File: config.mk
export PLATFORM = sky130hd
export DESIGN_NAME = sl_preceptron_mac_lanes
export DESIGN_NICKNAME = d
export VERILOG_FILES = /design/src/rtl/sl_preceptron_mac_lanes.sv
export SDC_FILE = /design/constraint.sdc
export NUM_CORES = 1
export LEC_CHECK = 0
export ABC_AREA = 0
export ABC_CLOCK_PERIOD_IN_PS = 7400
export BUFFER_PORTS_ARGS = -buffer_cell sky130_fd_sc_hd__buf_2
export CAP_MARGIN = 40
export CORE_ASPECT_RATIO = 1.75
export CORE_MARGIN = 2
export CORE_UTILIZATION = 46
export CTS_BUF_LIST = sky130_fd_sc_hd__clkbuf_4
export DETAILED_ROUTE_END_ITERATION = 12
export SYNTH_ARGS = -nofsm -noshare
export SYNTH_HDL_FRONTEND = slang
export SYNTH_SLANG_ARGS = --single-unit
File: constraint.sdc
create_clock -name clk -period 7.4 [get_ports clk]
set_input_delay 2.22 -clock clk [delete_from_list [all_inputs] [get_ports clk]]
set_output_delay 2.22 -clock clk [all_outputs]
set_load 0.05 [all_outputs]
File: src/rtl/sl_preceptron_mac_lanes.sv
`default_nettype none
// ============================================================================
// Module   : sl_preceptron_mac_lanes
// Brief    : Multi-lane perceptron MAC. Streams data beats against weight words
//            from memory, saturating accumulate, optional ReLU, threshold compare.
// Revision : 1.0 - initial release
// ============================================================================
module sl_preceptron_mac_lanes #(
    parameter int LANES        = 4,
    parameter int DATA_WIDTH   = 8,
    parameter int WEIGHT_WIDTH = 8,
    parameter int ADDR_WIDTH   = 16,
    parameter int SUM_WIDTH    = 24
) (
    input  logic                            clk,
    input  logic                            rst,
    input  logic                            start,
    input  logic [ADDR_WIDTH-1:0]           cfg_vector_len,
    input  logic [SUM_WIDTH-1:0]            cfg_bias,
    input  logic [SUM_WIDTH-1:0]            cfg_threshold,
    input  logic                            cfg_relu,
    input  logic                            in_valid,
    output logic                            in_ready,
    input  logic [LANES*DATA_WIDTH-1:0]     in_data,
    output logic                            mem_ren,
    output logic [ADDR_WIDTH-1:0]           mem_addr,
    input  logic [LANES*WEIGHT_WIDTH-1:0]   mem_rdata,
    output logic                            busy,
    output logic                            done,
    output logic [SUM_WIDTH-1:0]            status_sum,
    output logic                            status_cmp,
    output logic                            status_sat
);

    localparam int c_PROD_W = DATA_WIDTH + WEIGHT_WIDTH;
    localparam int c_PSUM_W = c_PROD_W + $clog2(LANES);
    localparam int c_EXT_W  = SUM_WIDTH + 1;
    localparam logic [ADDR_WIDTH-1:0]       c_ADDR_ONE = {{(ADDR_WIDTH-1){1'b0}}, 1'b1};
    localparam logic signed [SUM_WIDTH-1:0] c_SUM_MAX  = {1'b0, {(SUM_WIDTH-1){1'b1}}};
    localparam logic signed [SUM_WIDTH-1:0] c_SUM_MIN  = {1'b1, {(SUM_WIDTH-1){1'b0}}};

    typedef enum logic [2:0] {
        S_IDLE  = 3'd0,
        S_FETCH = 3'd1,
        S_RUN   = 3'd2,
        S_DRAIN = 3'd3,
        S_DONE  = 3'd4
    } state_t;

    state_t                        r_state;
    logic [ADDR_WIDTH-1:0]         r_k;
    logic [ADDR_WIDTH-1:0]         r_len;
    logic signed [SUM_WIDTH-1:0]   r_thr;
    logic                          r_relu;
    logic                          r_v1;
    logic                          r_v2;
    logic signed [c_PROD_W-1:0]    r_prod [LANES];
    logic signed [c_PSUM_W-1:0]    r_psum;
    logic signed [SUM_WIDTH-1:0]   r_acc;
    logic                          r_sat;
    logic                          r_done;
    logic signed [SUM_WIDTH-1:0]   r_status_sum;
    logic                          r_status_cmp;
    logic                          r_status_sat;

    logic                          w_accept;
    logic                          w_start;
    logic                          w_inject;
    logic [ADDR_WIDTH-1:0]         w_k_inc;
    logic                          w_last;
    logic signed [c_PROD_W-1:0]    w_prod [LANES];
    logic signed [c_PSUM_W-1:0]    w_psum;
    logic signed [c_EXT_W-1:0]     w_acc_sum;
    logic                          w_ovf;
    logic signed [SUM_WIDTH-1:0]   w_acc_next;
    logic signed [SUM_WIDTH-1:0]   w_final;
    logic                          w_cmp;

    assign w_accept = in_valid && (r_state == S_RUN);
    assign w_start  = start && (r_state == S_IDLE);
    // An empty vector pushes a zero partial sum into stage 2 so its done
    // timing falls out of the normal pipeline drain.
    assign w_inject = (r_state == S_FETCH) && (r_len == '0);
    assign w_k_inc  = r_k + c_ADDR_ONE;
    assign w_last   = (w_k_inc == r_len);

    generate
        for (genvar gi = 0; gi < LANES; gi++) begin : g_lane
            assign w_prod[gi] = c_PROD_W'($signed(in_data[gi*DATA_WIDTH +: DATA_WIDTH]))
                              * c_PROD_W'($signed(mem_rdata[gi*WEIGHT_WIDTH +: WEIGHT_WIDTH]));
        end
    endgenerate

    always_comb begin
        w_psum = '0;
        for (int i = 0; i < LANES; i++) begin
            w_psum = w_psum + c_PSUM_W'(r_prod[i]);
        end
    end

    // One guard bit above the accumulator detects overflow in either direction.
    assign w_acc_sum  = c_EXT_W'(r_acc) + c_EXT_W'(r_psum);
    assign w_ovf      = w_acc_sum[c_EXT_W-1] != w_acc_sum[c_EXT_W-2];
    assign w_acc_next = w_ovf ? (w_acc_sum[c_EXT_W-1] ? c_SUM_MIN : c_SUM_MAX)
                              : w_acc_sum[SUM_WIDTH-1:0];

    assign w_final = (r_relu && r_acc[SUM_WIDTH-1]) ? '0 : r_acc;
    assign w_cmp   = w_final > r_thr;

    always_ff @(posedge clk) begin
        if (rst) begin
            r_v1   <= 1'b0;
            r_v2   <= 1'b0;
            r_psum <= '0;
            r_acc  <= '0;
            r_sat  <= 1'b0;
            for (int i = 0; i < LANES; i++) begin
                r_prod[i] <= '0;
            end
        end else begin
            r_v1 <= w_accept;
            if (w_accept) begin
                for (int i = 0; i < LANES; i++) begin
                    r_prod[i] <= w_prod[i];
                end
            end
            r_v2 <= r_v1 || w_inject;
            if (w_inject) begin
                r_psum <= '0;
            end else if (r_v1) begin
                r_psum <= w_psum;
            end
            if (w_start) begin
                r_acc <= cfg_bias;
                r_sat <= 1'b0;
            end else if (r_v2) begin
                r_acc <= w_acc_next;
                if (w_ovf) begin
                    r_sat <= 1'b1;
                end
            end
        end
    end

    always_ff @(posedge clk) begin
        if (rst) begin
            r_state      <= S_IDLE;
            r_k          <= '0;
            r_len        <= '0;
            r_thr        <= '0;
            r_relu       <= 1'b0;
            r_done       <= 1'b0;
            r_status_sum <= '0;
            r_status_cmp <= 1'b0;
            r_status_sat <= 1'b0;
        end else begin
            r_done <= 1'b0;
            case (r_state)
                S_IDLE: begin
                    if (start) begin
                        r_len   <= cfg_vector_len;
                        r_thr   <= cfg_threshold;
                        r_relu  <= cfg_relu;
                        r_k     <= '0;
                        r_state <= S_FETCH;
                    end
                end
                S_FETCH: begin
                    r_state <= (r_len == '0) ? S_DRAIN : S_RUN;
                end
                S_RUN: begin
                    if (in_valid) begin
                        r_k <= w_k_inc;
                        if (w_last) begin
                            r_state <= S_DRAIN;
                        end
                    end
                end
                S_DRAIN: begin
                    if (!r_v1 && !r_v2) begin
                        r_state      <= S_DONE;
                        r_done       <= 1'b1;
                        r_status_sum <= w_final;
                        r_status_cmp <= w_cmp;
                        r_status_sat <= r_sat;
                    end
                end
                S_DONE: begin
                    r_state <= S_IDLE;
                end
                default: begin
                    r_state <= S_IDLE;
                end
            endcase
        end
    end

    // Address look-ahead keeps mem_rdata aligned with the beat being offered.
    assign in_ready   = (r_state == S_RUN);
    assign mem_ren    = (r_state == S_FETCH) || (r_state == S_RUN);
    assign mem_addr   = (r_state == S_RUN) ? (in_valid ? w_k_inc : r_k) : '0;
    assign busy       = (r_state != S_IDLE);
    assign done       = r_done;
    assign status_sum = r_status_sum;
    assign status_cmp = r_status_cmp;
    assign status_sat = r_status_sat;

endmodule
`default_nettype wire

==> metrics.md, run 1 <==
| Metric | Value |
|---|---|
| Outcome | finished clean |
| Syn. warnings | 0 |
| RSZ-0062 raised after global routing | false |
| Ys async rst share | 0 |
| Worst Path Required | 7.80 ns |
| Pwr Density | 238 nW/µm² |
| Post-cts sizing count | 0 |
| GRT Util Overall | 0.222 |
| CTS buffer count | 17 |
| Avg Cell Area, Syn | 8.91 µm² |
| Critical Path Slowest Stage Cell | fa_1 |
| Post-synth cell types | 69 |
| Leak | 10.7 nW |
| Syn nets | 2960 |
| Num rows | 104 |
| Crit. Startpoint | in_data[23] |
| Total grt overflow | 0 |
| Fin crit share | 0.795 |
| TritonCTS clock tree | yes |
| Routed len/inst | 16.5 µm |
| Layout cells sized above 1 | 0.101 |
| Final slew viol count | 0 |
| Hold_sp | status_sum[16]$_SDFFE_PP0P_ |
| DR vias/cell | 5.24 |
| WP buf/inv | 5 |
| Initial Utilization | 0.465 |
| Worst setup SP type | primary input |
| Core area | 45800 µm² |
| Hold_buf cts | 0 |
| ANT nets after route | 0 |
| Critical Path Fanout Max | 8 |
| Pin count of the biggest net entering global routing | 83 |
| Crit-path max cell delay | 0.60 ns |
| Clock skew | 0.0329 ns |
| Final WL | 51500 µm |
| Delay-heaviest family, CP | adder cells |
| Initial antenna violation count | 1 |
| IO Port Bufs | 178 |
| Via count of the first global-routing pass | 17818 |
| Register area share after synthesis | 0.214 |
| Synthesized flop and latch total | 196 |
| Clk pin slew, worst setup/hold paths | 0.19 ns |
| Minimum clock period | 5.88 ns |
| Final Cell Area | 23000 µm² |
| Total Nets Final | 3091 |
| # IOs | 179 |
| Peak VDD IR | 0.221 mV |
| Clk buf depth | 2 |
| Pre-Repair DR Iteration Count | 5 |
| Die Y | 289 µm |
| Clock sink count | 196 |
| Die area | 48100 µm² |
| # H-tree levels | 4 |
| WS Path Type | primary input to flop |
| Max-cap check violation count | 0 |
| DPL Wire Length | 43200 µm |
| DR iter-0 viols | 715 |
| Mapped Cells | 2391 |
| Total number of vias | 16332 |
| Synth-to-Final Area Change | 8.02% |
| Skew-Pair Late Insertion Delay | 0.65 ns |
| CTS root buffer | clkbuf_4 |
| RePlAce Congestion | 0.899 |
| Hold Crit Class | flop to flop |
| Cell Chain, Critical Path | buf_2, and2_1, fa_1, inv_1, fa_1, inv_1, fa_1, inv_1, fa_1, inv_1, ha_1, or3_1, o21ai_0, a21oi_1, a31oi_1, xor2_1, nor2_1 |
| Top FF cell, synth | dfxtp_1 |
| Top post-synthesis cells by area | fa_1 24%, dfxtp_1 12%, ha_1 11%, edfxtp_1 9.0%, inv_1 6.5% |
| Least-Margin Pin Slew | 0.916 ns |
| # DRC | 0 |
| Post-synth top area share | 0.239 |
| Final setup viols | 0 |
| Mapped Area | 21300 µm² |
| Max_slew headroom | 0.389 |
| Postcts setup bufs | 0 |
| CP arrival | 6.28 ns |
| Synth area leader | fa_1 |
| DP Area | 22700 µm² |
| Fin. Hold Viols | 0 |
| Post-route setup TNS | 0 ns |
| Fmax | 170 MHz |
| Worst r2r src | r_prod[3][1]$_SDFFCE_PN0P_ |
| First-pass GRT wire length | 87000 µm |
| EDFF count, synth | 64 |
| Die extent in x | 167 µm |
| Crit path capture type | flop |
## cell usage in the layout, fill, tap and decap left out, types with 4 or more instances in the layout
cell type / count
a21oi_1: 154
nand3_1: 25
fa_1: 254
a311oi_1: 9
a211oi_1: 11
a221oi_1: 4
clkbuf_4: 17
dfxtp_1: 132
nor4_1: 7
buf_4: 10
or2_2: 8
nor3_1: 37
nand2_1: 255
and2_1: 213
or3_1: 26
xor2_1: 46
inv_1: 368
a41oi_1: 4
a2bb2oi_1: 4
mux2i_1: 14
nand4_1: 17
a211oi_2: 8
inv_6: 6
ha_1: 182
o21bai_1: 9
a211o_1: 4
a21o_1: 35
a31oi_1: 9
o211ai_1: 25
nor2_1: 122
buf_2: 177
nor2b_1: 42
mux2_2: 4
and3_1: 13
o21ai_0: 58
edfxtp_1: 64
xnor2_1: 85
nand2b_1: 21
## report_power, final
part	internal (mW)	leakage, nW	switching [mW]
Combinational	1.59	8.79	2.02
Clock	0.176	0.150	0.423
Sequential	1.20	1.74	0.0718
Total	2.97	10.7	2.51
## cell families after synthesis
family                   Yosys count  synth area share
buffers and inverters            447            0.0802
AO/OA/AOI/OAI                    365             0.109
flip-flops                       196             0.214
adder cells (fa/ha/maj)          436             0.346
AND/OR/NAND/NOR                  798             0.188
XOR/XNOR                         131            0.0539
multiplexers                      18           0.00869
## layer usage
layer,routed length [µm],vias to the layer above,part of all wire,global-route usage
met5,0,-,0,0
met4,1750,0,0.034,0.0845
met3,1270,87,0.025,0.0185
met2,30200,286,0.59,0.463
met1,18300,7979,0.36,0.225
li1,-,7980,-,-
## final cells by class
type / count / area [µm²]
Timing Repair Buffer: 191 / 1020
Clock buffer: 17 / 128
Sequential cell: 196 / 4560
Clock inverter: 15 / 145
Fill cell: 4416 / 22800
Inverter: 368 / 1380
Antenna cell: 1 / 2.50
Multi-Input combinational cell: 1748 / 15000
Tap cell: 583 / 729
## through the flow
| stage | worst slack [ns] | utilization | cells | power [mW] | hold WS, ns |
|---|---|---|---|---|---|
| 2_1_floorplan | 1.20 | - | 2391 | 4.09 | 0.432 |
| 3_3_place_gp | 0.827 | 0.495 | 3081 | 4.89 | 0.442 |
| 3_5_place_dp | 0.811 | 0.496 | 3086 | 4.96 | 0.444 |
| 4_1_cts | 1.56 | 0.502 | 3118 | 5.58 | 0.465 |
| 5_1_grt | 1.35 | 0.502 | 3119 | 6.10 | 0.482 |
| 6_report | 1.52 | 0.502 | 3119 | 5.48 | 0.463 |
## cell usage after synthesis, types with 14 or more instances
master,count
clkbuf_1,58
a21oi_1,154
and2_1,214
dfxtp_1,132
nand4_1,17
nor2b_1,42
ha_1,182
edfxtp_1,64
o211ai_1,25
or3_1,26
xnor2_1,85
nand2_1,256
a21o_1,35
mux2i_1,14
inv_1,368
xor2_1,46
nand3_1,25
nor3_1,37
nor2_1,122
fa_1,254
o21ai_0,58
nand2b_1,22
## tightest hold or removal path, stage by stage, from the launching register on
cell	delay, ns
dfxtp_1	0.35
nand2_1	0.05
a21oi_1	0.05
## sequential cells by signal, summed over array words and instances, names as in the netlist, 3 cells and up
| name | flops |
|---|---|
| status_sum | 24 |
| r_state | 3 |
| r_k | 16 |
| r_prod | 64 |
| r_thr | 24 |
| r_psum | 18 |
| r_len | 16 |
| r_acc | 24 |
## path summary, 6_finish.rpt
path                                                     to  slack, ns  depth (start not counted)
worst max-delay path            r_prod[2][14]$_SDFFCE_PN0P_       1.52                         17
worst min-delay path            status_sum[16]$_SDFFE_PP0P_       0.46                          2
worst max register to register      r_psum[17]$_SDFFE_PP0P_       3.58                         13
worst min register to register  status_sum[16]$_SDFFE_PP0P_       0.46                          2
No activity file was read; power rests on OpenSTA's default activity.
==> run 2: changes to the inputs <==
Settings changed: ABC_CLOCK_PERIOD_IN_PS 7400 to 5100, PLACE_DENSITY from default to 0.66.
Clock period 7.4 ns to 5.1 ns, I/O delays scaled along.
==> run 2 against run 1 <==
  * Sequential cell count unchanged
  * Final area is 5.7% higher
  * Register-to-register slack worse by 2.3 ns
  * Combinational power rose by 71%
  * Total power rose by 62%
  * Cell count is 4.7% higher
  * Clock power increased by 39%
  * Largest power group unchanged
==> metrics.md, run 2 (same netlist as run 1, synthesis figures left out) <==
| Metric | Value |
|---|---|
| Worst setup SP type | primary input |
| Crit. Startpoint | mem_rdata[2] |
| IO Port Bufs | 178 (unchanged) |
| GRT Util Overall | 0.222 (-0.000268) |
| First-pass GRT wire length | 87000 µm (about the same) |
| Worst Path Required | 5.49 ns (-2.31 ns) |
| Clk pin slew, worst setup/hold paths | 0.17 ns (-0.02 ns) |
| DR iter-0 viols | 732 (+2.4%) |
| Routed len/inst | 15.9 µm (-3.6%) |
| Final WL | 52000 µm (+0.95%) |
| RSZ-0062 raised after global routing | false |
| CTS root buffer | clkbuf_4 |
| Initial antenna violation count | 1 (unchanged) |
| Layout cells sized above 1 | 0.163 (+0.0627) |
| Skew-Pair Late Insertion Delay | 0.64 ns (about the same) |
| Biggest register | r_prod |
| Commonest non-fill, non-tap cells in the layout | 361 x inv_1, 253 x fa_1, 252 x nand2_1 |
| Pre-Repair DR Iteration Count | 7 (+2) |
| Worst r2r src | r_prod[1][1]$_SDFFCE_PN0P_ |
| Clock skew | 0.0293 ns (-0.00361 ns) |
| Initial Utilization | 0.465 (unchanged) |
| DPL Wire Length | 44300 µm (+2.6%) |
| Worst Setup EP | r_prod[0][14]$_SDFFCE_PN0P_ |
| Leak | 11.4 nW (+6.8%) |
| Crit path capture type | flop |
| Crit-path max cell delay | 0.52 ns (-0.08 ns) |
| Final setup viols | 0 (unchanged) |
| CP arrival | 5.27 ns (-1.01 ns) |
| Max FFs per register | 64 (unchanged) |
| TritonCTS clock tree | yes |
| Outcome | finished clean |
| Total grt overflow | 0 (unchanged) |
| Commonest non-fill, non-tap cell in the layout | inv_1 |
| WP buf/inv | 4 (-1) |
| Worst Reg-to-Reg Cells | 13 (unchanged) |
| Final non-filler cell total | 3266 (+4.7%) |
| R2r setup slk | 1.32 ns (-2.26 ns) |
| Fin. Hold Viols | 0 (unchanged) |
| Final slew viol count | 0 (unchanged) |
| Die Y | 289 µm (unchanged) |
| Die extent in x | 167 µm (unchanged) |
| Pin count of the biggest net entering global routing | 70 (-16%) |
| Core area | 45800 µm² (unchanged) |
| Peak VDD IR | 0.243 mV (+10%) |
| Clk buf depth | 2 (unchanged) |
| Critical Path Slowest Stage Cell | fa_1 |
| Total number of vias | 17050 (+4.4%) |
| ANT nets after route | 0 (unchanged) |
| Total Nets Final | 3238 (+4.8%) |
| Minimum clock period | 4.88 ns |
| # IOs | 179 (unchanged) |
| WS Path Type | primary input to flop |
| Max_slew headroom | 0.480 (+0.0905) |
| CTS buffer count | 17 (unchanged) |
| RePlAce Congestion | 0.903 (+0.38%) |
| Die area | 48100 µm² (unchanged) |
| Critical Path Fanout Max | 5 (-3) |
| Fmax | 205 MHz |
| Critical path depth in cells | 18 (+1) |
| Max-cap check violation count | 0 (unchanged) |
| Placed insts | 3233 (+4.8%) |
| Postcts setup bufs | 0 (unchanged) |
| # H-tree levels | 4 (unchanged) |
| Num rows | 104 (unchanged) |
| Hold Slack | 0.466 ns (+0.00288 ns) |
| Least-Margin Pin Slew | 0.780 ns (-0.136 ns) |
| Hold Crit Class | flop to flop |
| Pwr Density | 365 nW/µm² (+53%) |
| Clock sink count | 196 (unchanged) |
| Via count of the first global-routing pass | 18172 (+2.0%) |
| Most frequent CP cell | fa_1 |
| # DRC | 0 (unchanged) |
| DR vias/cell | 5.22 (-0.30%) |
| Fin crit share | 0.957 |
| Crit Reg-Reg Endpoint | r_psum[17]$_SDFFE_PP0P_ |
| Synth-to-Final Area Change | 14.2% |
| Delay-heaviest family, CP | adder cells |
| Cell Chain, Critical Path | buf_2, buf_4, and2_1, fa_1, ha_1, inv_1, fa_1, fa_1, inv_1, ha_1, nor2b_1, o21ai_1, a21oi_1, o21ai_1, a21oi_2, a31oi_1, xor2_1, nor2_1 |
==> run 2: cell types whose count changed in the layout (fill, tap and decap cells not counted), moves of 5 or more <==
cell     before  now
o21ai_1       1   12
and2_4        0    5
inv_1       368  361
o21ai_0      58   45
buf_4        10  154
a21oi_1     154  149
and2_1      213  208
inv_2         0    7
ha_4          0    9
a21oi_2       1    6
ha_1        182  171
==> run 2: worst register-to-register path: stages, from the launching register on <==
cell and delay, ns:
edfxtp_1 0.49, fa_1 0.49, fa_1 0.55, ha_1 0.17
inv_1 0.05, fa_1 0.37, nor2b_1 0.21, o31ai_1 0.14
a21oi_1 0.23, a21oi_1 0.14, o21ai_0 0.33, a31oi_1 0.16
xnor2_1 0.17, a211oi_1 0.22
==> run 2: timing repair <==
item                       CTS  global route
gates resized for setup      0             2
setup endpoints to repair    0             2
hold buffers                 0             0
==> run 2: power by group <==
part	leakage, nW	switching (mW)	internal, mW
logic	9.51	3.16	3.03
clock network	0.147	0.580	0.256
registers	1.74	0.104	1.74
==> run 2: cell type report <==
class | count | area, µm²
Antenna cell | 1 | 2.50
Tap cell | 583 | 729
Multi-Input combinational cell | 1748 | 15200
Fill cell | 4280 | 21500
Sequential cell | 196 | 4570
Clock buffer | 17 | 128
Timing Repair Buffer | 338 | 2150
Clock inverter | 15 | 145
Inverter | 368 | 1380
==> run 2: stage by stage <==
step / total power [mW] / setup WS (ns) / utilization / area (µm²) / setup TNS (ns)
3_5_place_dp: 8.15 / -0.455 / 0.525 / 24000 / -8.60
6_report: 8.87 / 0.218 / 0.531 / 24300 / 0
2_1_floorplan: 6.14 / -0.0595 / - / 21500 / -0.163
4_1_cts: 9.00 / 0.221 / 0.531 / 24300 / 0
5_1_grt: 9.79 / 0.00855 / 0.531 / 24300 / 0
3_3_place_gp: 7.99 / -0.435 / 0.523 / 24000 / -7.78
==> run 2: worst min path at each step <==
stage	from	to	slack, ns	cells past startpoint
2_1_floorplan	r_sat$_SDFFE_PP0P_	status_sat$_SDFFE_PP0P_	0.43	2
6_report	status_sum[23]$_SDFFE_PP0P_	status_sum[23]$_SDFFE_PP0P_	0.47	2
3_3_place_gp	status_sum[23]$_SDFFE_PP0P_	status_sum[23]$_SDFFE_PP0P_	0.44	2
5_1_grt	status_sum[23]$_SDFFE_PP0P_	status_sum[23]$_SDFFE_PP0P_	0.48	2
4_1_cts	status_sum[23]$_SDFFE_PP0P_	status_sum[23]$_SDFFE_PP0P_	0.47	2
3_5_place_dp	status_sum[23]$_SDFFE_PP0P_	status_sum[23]$_SDFFE_PP0P_	0.45	2
==> run 2: layer usage <==
metal | share of wire | vias to the layer above | global-route usage
li1 | - | 8285 | -
met1 | 0.36 | 8315 | 0.224
met2 | 0.59 | 360 | 0.467
met3 | 0.024 | 90 | 0.0158
met4 | 0.031 | 0 | 0.0810
met5 | 0 | - | 0
